File: config.mk
export PLATFORM = sky130hd
export DESIGN_NAME = matmul_engine
export DESIGN_NICKNAME = d
export VERILOG_FILES = /design/src/rtl/matmul_pkg.sv /design/src/rtl/matmul_engine_mac_unit.sv /design/src/rtl/matmul_engine.sv
export SDC_FILE = /design/constraint.sdc
export NUM_CORES = 1
export LEC_CHECK = 0
export ABC_AREA = 1
export BUFFER_PORTS_ARGS = -buffer_cell sky130_fd_sc_hd__buf_2
export CORE_MARGIN = 2
export CORE_UTILIZATION = 57
export DETAILED_ROUTE_END_ITERATION = 16
export PLACE_DENSITY = 0.78
export SLEW_MARGIN = 30
export SYNTH_ARGS = -nofsm -noshare
export SYNTH_HDL_FRONTEND = slang
export SYNTH_HIERARCHICAL = 1
export SYNTH_SLANG_ARGS = --single-unit
File: constraint.sdc
create_clock -name clk -period 5.11 [get_ports clk]
set_clock_uncertainty 0.2 [all_clocks]
set_input_delay 0.511 -clock clk [delete_from_list [all_inputs] [get_ports clk]]
set_output_delay 0.511 -clock clk [all_outputs]
set_load 0.1 [all_outputs]
File: src/rtl/matmul_pkg.sv
// matmul_pkg: shared types and helpers for the matrix-multiply engine.
//   state_t          engine FSM state encoding
//   idx_width/k_width/acc_width   size helpers used by the parametrised modules
//   DEF_*            derived widths for the default 4x4, 8-bit configuration
//   fmt_result       saturate or truncate an accumulator value to the output width
package matmul_pkg;

    typedef enum logic [1:0] {
        IDLE,
        MAC,
        OUT
    } state_t;

    function automatic int idx_width(input int n);
        return $clog2(n * n);
    endfunction

    function automatic int k_width(input int n);
        return $clog2(n);
    endfunction

    // Holds N products of two DATA_W-bit operands without overflow.
    function automatic int acc_width(input int data_w, input int n);
        return 2 * data_w + $clog2(n);
    endfunction

    localparam int DEF_N      = 4;
    localparam int DEF_DATA_W = 8;
    localparam int DEF_ACC_W  = acc_width(DEF_DATA_W, DEF_N);
    localparam int DEF_IDX_W  = idx_width(DEF_N);
    localparam int DEF_K_W    = k_width(DEF_N);

    // Result is returned in the low out_w bits; callers cast to their width.
    function automatic logic [63:0] fmt_result(input logic [63:0] acc,
                                               input int          out_w,
                                               input logic        sat);
        logic [63:0] mask;
        mask = (out_w >= 64) ? '1 : ((64'd1 << out_w) - 64'd1);
        if (sat && ((acc & ~mask) != 64'd0))
            return mask;
        return acc & mask;
    endfunction

endpackage

File: src/rtl/matmul_engine_mac_unit.sv
// mac_unit: one multiply-accumulate per enabled cycle plus result formatting.
//   clk, rst     clock, async active-low reset
//   clear        zero the accumulator (has priority over enable)
//   enable       acc <= acc + a*w
//   a, w         operands
//   result_next  formatted value of acc + a*w, i.e. what acc holds after this MAC
module mac_unit
    import matmul_pkg::*;
#(
    parameter int DATA_W = 8,
    parameter int N      = 4,
    parameter int OUT_W  = 16,
    parameter bit SAT    = 1'b1
) (
    input  logic              clk,
    input  logic              rst,
    input  logic              clear,
    input  logic              enable,
    input  logic [DATA_W-1:0] a,
    input  logic [DATA_W-1:0] w,
    output logic [OUT_W-1:0]  result_next
);

    localparam int ACC_W = acc_width(DATA_W, N);

    logic [ACC_W-1:0]    acc;
    logic [ACC_W-1:0]    acc_sum;
    logic [2*DATA_W-1:0] product;

    assign product = {{DATA_W{1'b0}}, a} * {{DATA_W{1'b0}}, w};
    assign acc_sum = acc + ACC_W'(product);

    always_ff @(posedge clk or negedge rst) begin
        if (!rst)
            acc <= '0;
        else if (clear)
            acc <= '0;
        else if (enable)
            acc <= acc_sum;
    end

    // Formatting the post-MAC sum lets the top register port_O on the last MAC edge.
    assign result_next = OUT_W'(fmt_result(64'(acc_sum), OUT_W, SAT));

endmodule

File: src/rtl/matmul_engine.sv
// matmul_engine: N x N unsigned C = A * W with serial loading and a valid/ready result stream.
//   clk, rst                     clock, async active-low reset
//   port_A/write_enable_A        feature element write (row-major, auto-increment)
//   port_W/write_enable_W        weight element write (row-major, auto-increment)
//   start                        begin computation when both buffers are full
//   busy, done                   engine committed / one-cycle completion pulse
//   port_O, o_valid, o_ready     result stream, row-major C[i][j]
//   load_err                     sticky: write while busy or rejected start
//
// state | meaning
// IDLE  | loading allowed, waiting for start
// MAC   | accumulating A[i][k]*W[k][j], k = 0..N-1
// OUT   | C[i][j] presented on port_O, waiting for o_ready
module matmul_engine
    import matmul_pkg::*;
#(
    parameter int N      = 4,
    parameter int DATA_W = 8,
    parameter int OUT_W  = 16,
    parameter bit SAT    = 1'b1
) (
    input  logic              clk,
    input  logic              rst,
    input  logic [DATA_W-1:0] port_A,
    input  logic              write_enable_A,
    input  logic [DATA_W-1:0] port_W,
    input  logic              write_enable_W,
    input  logic              start,
    output logic              busy,
    output logic              done,
    output logic [OUT_W-1:0]  port_O,
    output logic              o_valid,
    input  logic              o_ready,
    output logic              load_err
);

    localparam int NN    = N * N;
    localparam int IDX_W = idx_width(N);
    localparam int K_W   = k_width(N);
    localparam int CNT_W = IDX_W + 1;

    logic [DATA_W-1:0] a_mem [NN];
    logic [DATA_W-1:0] w_mem [NN];

    state_t           state;
    logic [K_W-1:0]   i, j, k;
    logic [IDX_W-1:0] a_ptr, w_ptr;
    logic [CNT_W-1:0] a_cnt, w_cnt;
    logic [IDX_W-1:0] a_idx, w_idx;
    logic [OUT_W-1:0] result_next;
    logic             full, start_ok, wr_a_ok, wr_w_ok, wr_err;

    assign full     = (a_cnt == CNT_W'(NN)) && (w_cnt == CNT_W'(NN));
    assign start_ok = (state == IDLE) && start && full;
    // A write on the accepting edge is dropped: the operands are already committed.
    assign wr_a_ok  = write_enable_A && (state == IDLE) && !start_ok;
    assign wr_w_ok  = write_enable_W && (state == IDLE) && !start_ok;
    assign wr_err   = (write_enable_A || write_enable_W) && ((state != IDLE) || start_ok);

    assign a_idx = IDX_W'(int'(i) * N + int'(k));
    assign w_idx = IDX_W'(int'(k) * N + int'(j));

    always_ff @(posedge clk) begin
        if (wr_a_ok)
            a_mem[a_ptr] <= port_A;
        if (wr_w_ok)
            w_mem[w_ptr] <= port_W;
    end

    mac_unit #(
        .DATA_W (DATA_W),
        .N      (N),
        .OUT_W  (OUT_W),
        .SAT    (SAT)
    ) u_mac (
        .clk         (clk),
        .rst         (rst),
        .clear       (state != MAC),
        .enable      (state == MAC),
        .a           (a_mem[a_idx]),
        .w           (w_mem[w_idx]),
        .result_next (result_next)
    );

    always_ff @(posedge clk or negedge rst) begin
        if (!rst) begin
            state    <= IDLE;
            i        <= '0;
            j        <= '0;
            k        <= '0;
            a_ptr    <= '0;
            w_ptr    <= '0;
            a_cnt    <= '0;
            w_cnt    <= '0;
            busy     <= 1'b0;
            done     <= 1'b0;
            o_valid  <= 1'b0;
            port_O   <= '0;
            load_err <= 1'b0;
        end else begin
            done <= 1'b0;

            if (wr_a_ok) begin
                a_ptr <= (a_ptr == IDX_W'(NN - 1)) ? '0 : a_ptr + 1'b1;
                if (a_cnt != CNT_W'(NN))
                    a_cnt <= a_cnt + 1'b1;
            end
            if (wr_w_ok) begin
                w_ptr <= (w_ptr == IDX_W'(NN - 1)) ? '0 : w_ptr + 1'b1;
                if (w_cnt != CNT_W'(NN))
                    w_cnt <= w_cnt + 1'b1;
            end

            case (state)
                IDLE: begin
                    if (start) begin
                        if (full) begin
                            state    <= MAC;
                            busy     <= 1'b1;
                            load_err <= 1'b0;
                            i        <= '0;
                            j        <= '0;
                            k        <= '0;
                        end else begin
                            load_err <= 1'b1;
                        end
                    end
                end
                MAC: begin
                    if (k == K_W'(N - 1)) begin
                        state   <= OUT;
                        o_valid <= 1'b1;
                        port_O  <= result_next;
                    end else begin
                        k <= k + 1'b1;
                    end
                end
                OUT: begin
                    if (o_ready) begin
                        o_valid <= 1'b0;
                        k       <= '0;
                        if (j == K_W'(N - 1)) begin
                            j <= '0;
                            if (i == K_W'(N - 1)) begin
                                i     <= '0;
                                state <= IDLE;
                                busy  <= 1'b0;
                                done  <= 1'b1;
                                a_cnt <= '0;
                                w_cnt <= '0;
                                a_ptr <= '0;
                                w_ptr <= '0;
                            end else begin
                                i     <= i + 1'b1;
                                state <= MAC;
                            end
                        end else begin
                            j     <= j + 1'b1;
                            state <= MAC;
                        end
                    end
                end
                default: state <= IDLE;
            endcase

            // Placed after the FSM so an error on the accepting edge survives the clear.
            if (wr_err)
                load_err <= 1'b1;
        end
    end

endmodule

==> results by group, run 1 <==
Clocking
  • Clock Latency Late Sink: around 520 ps
  • Clock buffer count from CTS: 34
  • Num Clock Sinks: 320
  • Root buf cell: clkbuf_16
  • Longest Clk Path Bufs: 3
  • H-tree depth: 2
  • Reg clk slew, reported paths: 70 ps
  • CTS tree: yes

Global route
  • Grt ovf: 0
  • Number of global-route vias before repair: 13122
  • Largest net degree at the start of global routing: 65
  • Gr usage total: 29.44%
  • Initial antenna violation count: 0
  • First-pass GRT wire length: 69920 um

Route
  • Final WL: 45810 um
  • Vias: 13049
  • Vias/cell: 5.889
  • WL/cell: 20.67 um
  • Drt first pass iters: 6
  • DRT antenna net count: 0
  • Starting DRC count in detailed routing: roughly 1500
  • DRC errors left: 0

Floorplanning
  • Placeable Area: between 20000 and 30000 um^2
  • FP Rows: 62
  • I/O pin count: 42
  • Die Height: 174.6 um
  • Die X: approximately 170 um
  • Initial Util: 57.77%
  • Area of the die: 30470 um^2

Yosys
  • Primary FF master, synth: edfxtp_1
  • Post-Syn Area: 16580 um^2
  • Yosys cell types: 38
  • Post-Syn Nets: around 1800
  • Avg Inst Size Synth: about 10 um^2
  • EDFF count, synth: 256
  • Register area share after synthesis: 56.02%
  • Yosys warns: 6
  • FF+latch count, synth: 320
  • Fraction of registers with async set/reset: between 20% and 30%
  • Syn Inst Count: ~1700

Timing
  • Final hold violations: 0
  • Fin crit share: 109.9%
  • RSZ-0062 raised after global routing: yes
  • Max Transition Viols Final: 0
  • Worst Tran Pin Value: 931.0 ps
  • Final WS setup: -504.6 ps
  • Final setup fails: 29
  • Final hold slack: between 80 and 90 ps
  • Normalized max-slew margin: 37.70%
  • Fmax: 0.1781 GHz
  • Tmin final: 5615 ps

Final layout
  • Commonest non-fill, non-tap cell in the layout: nor2_1
  • Share of cells above drive strength 1: 27.24%
  • N_diodes: 0
  • Cell area after layout: 20630 um^2
  • Most frequent cells in the layout: 299 x nor2_1, 256 x edfxtp_1, 186 x inv_1
  • Fin cells: 2216
  • Final nets: between 1500 and 2000
  • Syn-to-layout area delta: 24.42%

Critical path
  • WP data arrival: approximately 5800 ps
  • Crit. End Element: flop
  • Startpoint types: flop
  • Critical Path RT: 5320 ps
  • Setup CP Type: flop to flop
  • Crit path max fanout: 18
  • Reg2reg setup slack: -500 ps

Run
  • Max_cap viols: 0

Min path
  • Hold Crit Class: input pin to flop

Placed design
  • HPWL after detailed placement: 26300 um
  • Placed Instances: 2101
  • Area after DPL: between 15000 and 20000 um^2
  • Placer Congestion: a little under 0.9
  • PortBufs: 41
  • Pre-CTS WS: -520.7 ps

Status
  • Status: complete, but fails checks
  • Failing checks: negative setup slack
==> Yosys cell counts (all sizes together), types with 16 or more instances <==
| library cell | number | area share (%) |
|---|---|---|
| nor2 | 325 | 7.4 |
| buf | 36 | 1.4 |
| inv | 216 | 4.9 |
| ha | 55 | 4.2 |
| fa | 50 | 6.0 |
| dfrtp | 64 | 9.7 |
| mux2 | 16 | 1.3 |
| o21ai | 144 | 4.3 |
| nand2 | 247 | 5.9 |
| edfxtp | 256 | 46 |
| nand3 | 156 | 5.3 |
| clkbuf | 38 | 0.86 |
==> layout make-up <==
class	count	area (um^2)
Fill cell	1731	8073
Clock inverter	15	132.6
Inverter	217	834.6
Sequential cell	320	9294
Tap cell	384	480.5
Clock buffer	44	929.6
Timing Repair Buffer	187	1824
Multi-Input combinational cell	1049	7134
==> cell families after synthesis <==
kind of cell	Yosys count	share of synthesized area [%]
AND/OR/NAND/NOR	741	19.24
AO/OA/AOI/OAI	173	5.448
flip-flops	320	56.02
multiplexers	16	1.268
adder cells (fa/ha/maj)	105	10.19
XOR/XNOR	12	0.6339
buffers and inverters	291	7.199
==> state kept, by name (all words and copies together) (netlist names) <==
| register | flops |
|---|---|
| a_mem | 128 |
| w_mem | 128 |
| u_mac/acc | 18 |
| port_O | 16 |
| a_cnt | 5 |
| w_cnt | 5 |
| a_ptr | 4 |
| w_ptr | 4 |
| i | 2 |
| j | 2 |
| k | 2 |
| state | 2 |
| busy | 1 |
| done | 1 |
| load_err | 1 |
| o_valid | 1 |
==> timing repair <==
action	in CTS	in global routing
resized for setup	207	120
endpoints found under the setup margin	29	29
gates cloned	13	0
hold endpoints to repair	0	60
setup buffers	23	20
pin swaps	98	68
hold buffers	0	1
==> routing by layer <==
metal | GRT usage (%) | up-vias | wire length (um)
met1 | 36.68 | 6290 | 16480
li1 | - | 5750 | -
met5 | 0 | - | 0
met3 | 5.206 | 174 | 4359
met2 | 49.85 | 835 | 22620
met4 | 14.62 | 0 | 2355
==> worst paths after layout <==
path | startpoint | end | cells past startpoint
max reg2reg | k[1]$_DFFE_PN0P_ | port_O[15]$_DFFE_PN0P_ | 27
max in group asynchronous | rst | j[0]$_DFFE_PN0P_ | 3
min | write_enable_A | load_err$_DFFE_PN0P_ | 3
max | k[1]$_DFFE_PN0P_ | port_O[15]$_DFFE_PN0P_ | 27
min in group asynchronous | rst | port_O[9]$_DFFE_PN0P_ | 3
min reg2reg | u_mac/acc[13]$_DFFE_PN0P_ | u_mac/acc[13]$_DFFE_PN0P_ | 2
==> worst max-delay path: stages, from the launching register on <==
cell and delay, ps:
dfrtp_2 450, clkinv_4 100, buf_12 170, buf_4 140, nor2_1 150, o21ai_1 120
nand3_1 160, nand3_2 140, nand2_4 150, nand2_2 70, fa_1 520, inv_1 60
fa_2 390, fa_1 540, inv_2 40, fa_1 540, inv_2 50, ha_4 320
nand2_4 60, inv_2 60, nand2_2 60, nor3_2 180, nand2_2 120, nand2_2 110
nand2_4 100, nand2_8 130, nand3_1 90, mux2_2 270
==> stage by stage <==
stage	TNS [ps]	utilization, %
finish	-10200	71.87
global route	-13860	71.87
CTS	-3152	70.10
detailed placement	-10540	62.04
global placement	-8026	62.04
floorplan	0	-
Power of run 1 is not shown: default switching activity piles up to over one toggle a cycle in this logic, so the estimate is an artifact.
==> inputs of run 2 (changes only) <==
- TNS_END_PERCENT: not set -> 50
==> results by group, run 2 (synthesis results as in run 1) <==
Clocking
  • Clock Latency Late Sink: around 520 ps
  • CTS tree: yes
  • Clock buffer count from CTS: 34
  • H-tree depth: 2
  • Num Clock Sinks: 320
  • Root buf cell: clkbuf_16
  • Longest Clk Path Bufs: 3
  • Reg clk slew, reported paths: roughly 60 ps

Final layout
  • Share of cells above drive strength 1: a little over a quarter
  • Commonest non-fill, non-tap cell in the layout: nor2_1
  • N_diodes: 0
  • Most frequent cells in the layout: 300 x nor2_1, 256 x edfxtp_1, 186 x inv_1
  • Final core occ: 71.74%
  • Cell area after layout: 20590 um^2
  • Biggest regs: a_mem (128), w_mem (128), u_mac/acc (18)
  • Syn-to-layout area delta: 24.19%
  • Reg area: between 9000 and 10000 um^2
  • Filler Cell Count: 1760
  • Multi-input combinational cell area: 7062 um^2
  • Final nets: 1933

Placed design
  • Area after DPL: 17810 um^2
  • PortBufs: 41
  • HPWL after detailed placement: 26300 um
  • Placer Congestion: 0.8839

Global route
  • Gr usage total: 29.25%
  • First-pass GRT wire length: 69460 um
  • Largest net degree at the start of global routing: 65
  • Grt ovf: 0
  • Number of global-route vias before repair: 13058
  • Initial antenna violation count: 0

Floorplanning
  • Area of the die: roughly 30000 um^2
  • Placeable Area: ~29000 um^2
  • FP Rows: 62
  • I/O pin count: 42
  • Initial Util: 57.77%
  • Die X: approximately 170 um
  • Die Height: 174.6 um

Timing
  • Fmax: between 0.15 and 0.2 GHz
  • Max Transition Viols Final: 0
  • Normalized max-slew margin: 37.07%
  • Final WS setup: -396.6 ps
  • Worst Tran Pin Value: 940.4 ps
  • RSZ-0062 raised after global routing: yes
  • Fin crit share: 107.8%
  • Final setup fails: 26
  • Final hold violations: 0
  • Tmin final: 5507 ps
  • Final hold slack: 88.05 ps

Route
  • Vias/cell: 5.906
  • Vias: 13069
  • Final WL: around 46000 um
  • Drt first pass iters: 6
  • DRT antenna net count: 0
  • Starting DRC count in detailed routing: roughly 1500
  • DRC errors left: 0
  • WL/cell: 20.67 um

Run
  • Max_cap viols: 0

Status
  • Status: complete, but fails checks
  • Failing checks: negative setup slack

Critical path
  • Startpoint types: flop
  • R2R depth: 27
  • Critical Path RT: 5310 ps
  • Crit path max-delay cell type: fa_1
  • Crit path max fanout: 7
  • Slowest stage delay, CP: approximately 550 ps
  • WP data arrival: 5710 ps
  • Most used cell, CP: nand2_1
  • Crit. End Element: flop
  • Setup CP Type: flop to flop

Min path
  • Hold Crit Class: input pin to flop
  • Hold path cells: 3
## run 2: worst max-delay path: cells and delay by family, from the launching register on
kind / cells / cell delay [ps]
buffers and inverters: 8 / 790
multiplexers: 1 / 260
flip-flops: 1 / 460
AO/OA/AOI/OAI: 1 / 190
adder cells (fa/ha/maj): 5 / 2310
AND/OR/NAND/NOR: 12 / 1170
## run 2: path summary, 6_finish.rpt
check | from | endpoint | slack [ps]
worst max-delay path | j[0]$_DFFE_PN0P_ | port_O[13]$_DFFE_PN0P_ | -400
worst min-delay path | write_enable_A | load_err$_DFFE_PN0P_ | 90
worst max register to register | j[0]$_DFFE_PN0P_ | port_O[13]$_DFFE_PN0P_ | -400
worst min register to register | u_mac/acc[13]$_DFFE_PN0P_ | u_mac/acc[13]$_DFFE_PN0P_ | 290
max in group asynchronous | rst | j[0]$_DFFE_PN0P_ | 3840
min in group asynchronous | rst | port_O[0]$_DFFE_PN0P_ | 290
## run 2: metal layers
metal | wire [um] | GRT usage [%] | part of all wire, % | vias to the layer above
li1 | - | - | - | 5741
met1 | 16330 | 36.56 | 36 | 6243
met2 | 22760 | 49.52 | 50 | 874
met3 | 4243 | 5.227 | 9.3 | 211
met4 | 2424 | 14.20 | 5.3 | 0
met5 | 0 | 0 | 0 | -
## run 2: per-stage QoR
stage / std cells / worst slack [ps] / TNS [ps]
global placement: 2101 / -415.8 / -8026
floorplan: 1658 / 1.384 / 0
CTS: 2195 / -211.0 / -3194
detailed placement: 2101 / -520.7 / -10540
finish: 2213 / -396.6 / -7165
global route: 2213 / -556.7 / -11600
## run 2: layout make-up
class	count	share of cell area, %
timing repair buffer	184	9.041
clock buffer	44	4.515
inverter	217	4.041
tap	384	2.333
multi-input combinational	1049	34.29
clock inverter	15	0.6441
sequential	320	45.13
## run 2: timing repair
action,in CTS,in global routing
hold buffers,0,1
setup endpoints to repair,29,29
endpoints found under the hold margin,0,18
resized for setup,204,93
gates cloned,13,3
pin swaps,97,59
buffers inserted,22,13
Power of run 2 is left out for the same reason.
==> inputs of run 3 (changes only) <==
- ABC_CLOCK_PERIOD_IN_PS: not set -> 5110
- GPL_TIMING_DRIVEN: not set -> 0
==> results by group, run 3 (synthesis results as in run 1) <==
Global route
  • Initial antenna violation count: 0
  • Met3 GRT Util: 4.462%
  • Met2 Use GR: between 40 and 50%
  • Grt ovf: 0
  • GR Layer Usage met1: a little over a third
  • GRT busiest layer: met2
  • Number of global-route vias before repair: 12322
  • First-pass GRT wire length: 65020 um
  • Gr usage total: roughly 28%
  • Largest net degree at the start of global routing: 48

Final layout
  • Commonest non-fill, non-tap cell in the layout: nor2_1
  • N_diodes: 0
  • Syn-to-layout area delta: 21.13%
  • Biggest regs: a_mem (128), w_mem (128), u_mac/acc (18)
  • Share of cells above drive strength 1: 22.27%
  • Final core occ: 69.97%
  • Final nets: 1915
  • Most frequent cells in the layout: 313 x nor2_1, 256 x edfxtp_1, 198 x nand2_1

Floorplanning
  • FP Rows: 62
  • Die Height: 174.6 um
  • Initial Util: 57.77%
  • Area of the die: 30470 um^2
  • I/O pin count: 42
  • Die X: ~170 um
  • Placeable Area: between 20000 and 30000 um^2

Timing
  • Tmin final: 5843 ps
  • RSZ-0062 raised after global routing: yes
  • Fin crit share: 114.4%
  • Fmax: 0.1711 GHz
  • Worst Tran Pin Value: roughly 950 ps
  • Final WS setup: -733.5 ps
  • Final hold violations: 0
  • Final setup fails: 28
  • Max Transition Viols Final: 0
  • Fin Setup TNS: -13290 ps
  • Normalized max-slew margin: 36.12%

Critical path
  • Worst path buffer plus inverter count: 8
  • Reg2reg start: j[0]$_DFFE_PN0P_
  • Reg2reg setup slack: -730 ps
  • Setup CP Type: flop to flop
  • R2R depth: 29
  • WP data arrival: 6050 ps
  • Critical Path RT: roughly 5300 ps
  • Slowest stage delay, CP: 540 ps
  • Crit path max-delay cell type: dfrtp_2
  • Largest delay share family, worst path: adder cells
  • Startpoint types: flop
  • Crit. End Element: flop
  • Worst reg2reg endpoint: port_O[14]$_DFFE_PN0P_
  • Most used cell, CP: nand2_2
  • Crit path max fanout: 8

Min path
  • Hold_sp: write_enable_A
  • Hold Crit Class: input pin to flop
  • Hold path cells: 3
  • Sink of the worst hold path: load_err$_DFFE_PN0P_

Placed design
  • HPWL after detailed placement: 27800 um
  • Placer Congestion: 0.8510
  • Pre-CTS WS: -878.0 ps
  • PortBufs: 41

Route
  • Vias: 12714
  • Vias/cell: just under 6
  • Drt first pass iters: 5
  • DRT antenna net count: 0
  • Final WL: 44100 um
  • WL/cell: roughly 20 um
  • Starting DRC count in detailed routing: roughly 1500
  • DRC errors left: 0

Status
  • Failing checks: negative setup slack
  • Status: complete, but fails checks

Clocking
  • Longest Clk Path Bufs: 3
  • Clock buffer count from CTS: 35
  • Reg clk slew, reported paths: 60 ps
  • H-tree depth: 2
  • CTS tree: yes
  • Root buf cell: clkbuf_16
  • Num Clock Sinks: 320
  • Clock Latency Late Sink: 530 ps

Run
  • Max_cap viols: 0
-- run 3: worst max path at each step --
| stage | start | to | slack [ps] | depth (start not counted) |
|---|---|---|---|---|
| floorplan | j[0]$_DFFE_PN0P_ | port_O[11]$_DFFE_PN0P_ | 1 | 29 |
| global placement | j[0]$_DFFE_PN0P_ | port_O[13]$_DFFE_PN0P_ | -830 | 24 |
| detailed placement | k[0]$_DFFE_PN0P_ | port_O[13]$_DFFE_PN0P_ | -880 | 27 |
| CTS | j[0]$_DFFE_PN0P_ | port_O[13]$_DFFE_PN0P_ | -540 | 29 |
| global route | j[0]$_DFFE_PN0P_ | port_O[14]$_DFFE_PN0P_ | -920 | 29 |
| finish | j[0]$_DFFE_PN0P_ | port_O[14]$_DFFE_PN0P_ | -730 | 29 |
-- run 3: worst min-delay path, delay by kind of cell --
family	cells	cell delay [ps]
compound gates	1	80
simple gates	1	50
buf+inv	1	100
-- run 3: repair_timing --
item,in CTS,in global routing
endpoints found under the hold margin,32,0
gates resized for setup,103,156
endpoints found under the setup margin,29,29
hold buffers,1,0
buffers inserted,17,22
pin swaps,12,82
gates cloned,4,7
-- run 3: layout make-up --
| type | count | area (um^2) |
|---|---|---|
| multi-input cells | 1047 | 6671 |
| repair inverters | 1 | 6.256 |
| plain buffers | 74 | 752.0 |
| inverters | 217 | 828.3 |
| clock inverters | 19 | 286.5 |
| flip-flops and latches | 320 | 9294 |
| well taps | 384 | 480.5 |
| clock buffers | 44 | 949.7 |
| repair buffers | 92 | 815.8 |
| fillers | 1968 | 8618 |
-- run 3: layer usage --
metal  up-vias  wire [um]  share of wire (%)
li1       5706          -                  -
met1      6136      16590                 38
met2       725      22030                 50
met3       147       3803                8.6
met4         0       1673                3.8
met5         -          0                  0
-- run 3: through the flow --
step                hold slack (ps)  instances  cell area, um^2
floorplan                     15.41       1658            16890
global placement              269.3       2083            17570
detailed placement            216.1       2084            17600
CTS                           38.45       2169            19290
global route                  52.94       2198            20080
finish                        57.08       2198            20080
Power of run 3 is left out for the same reason.
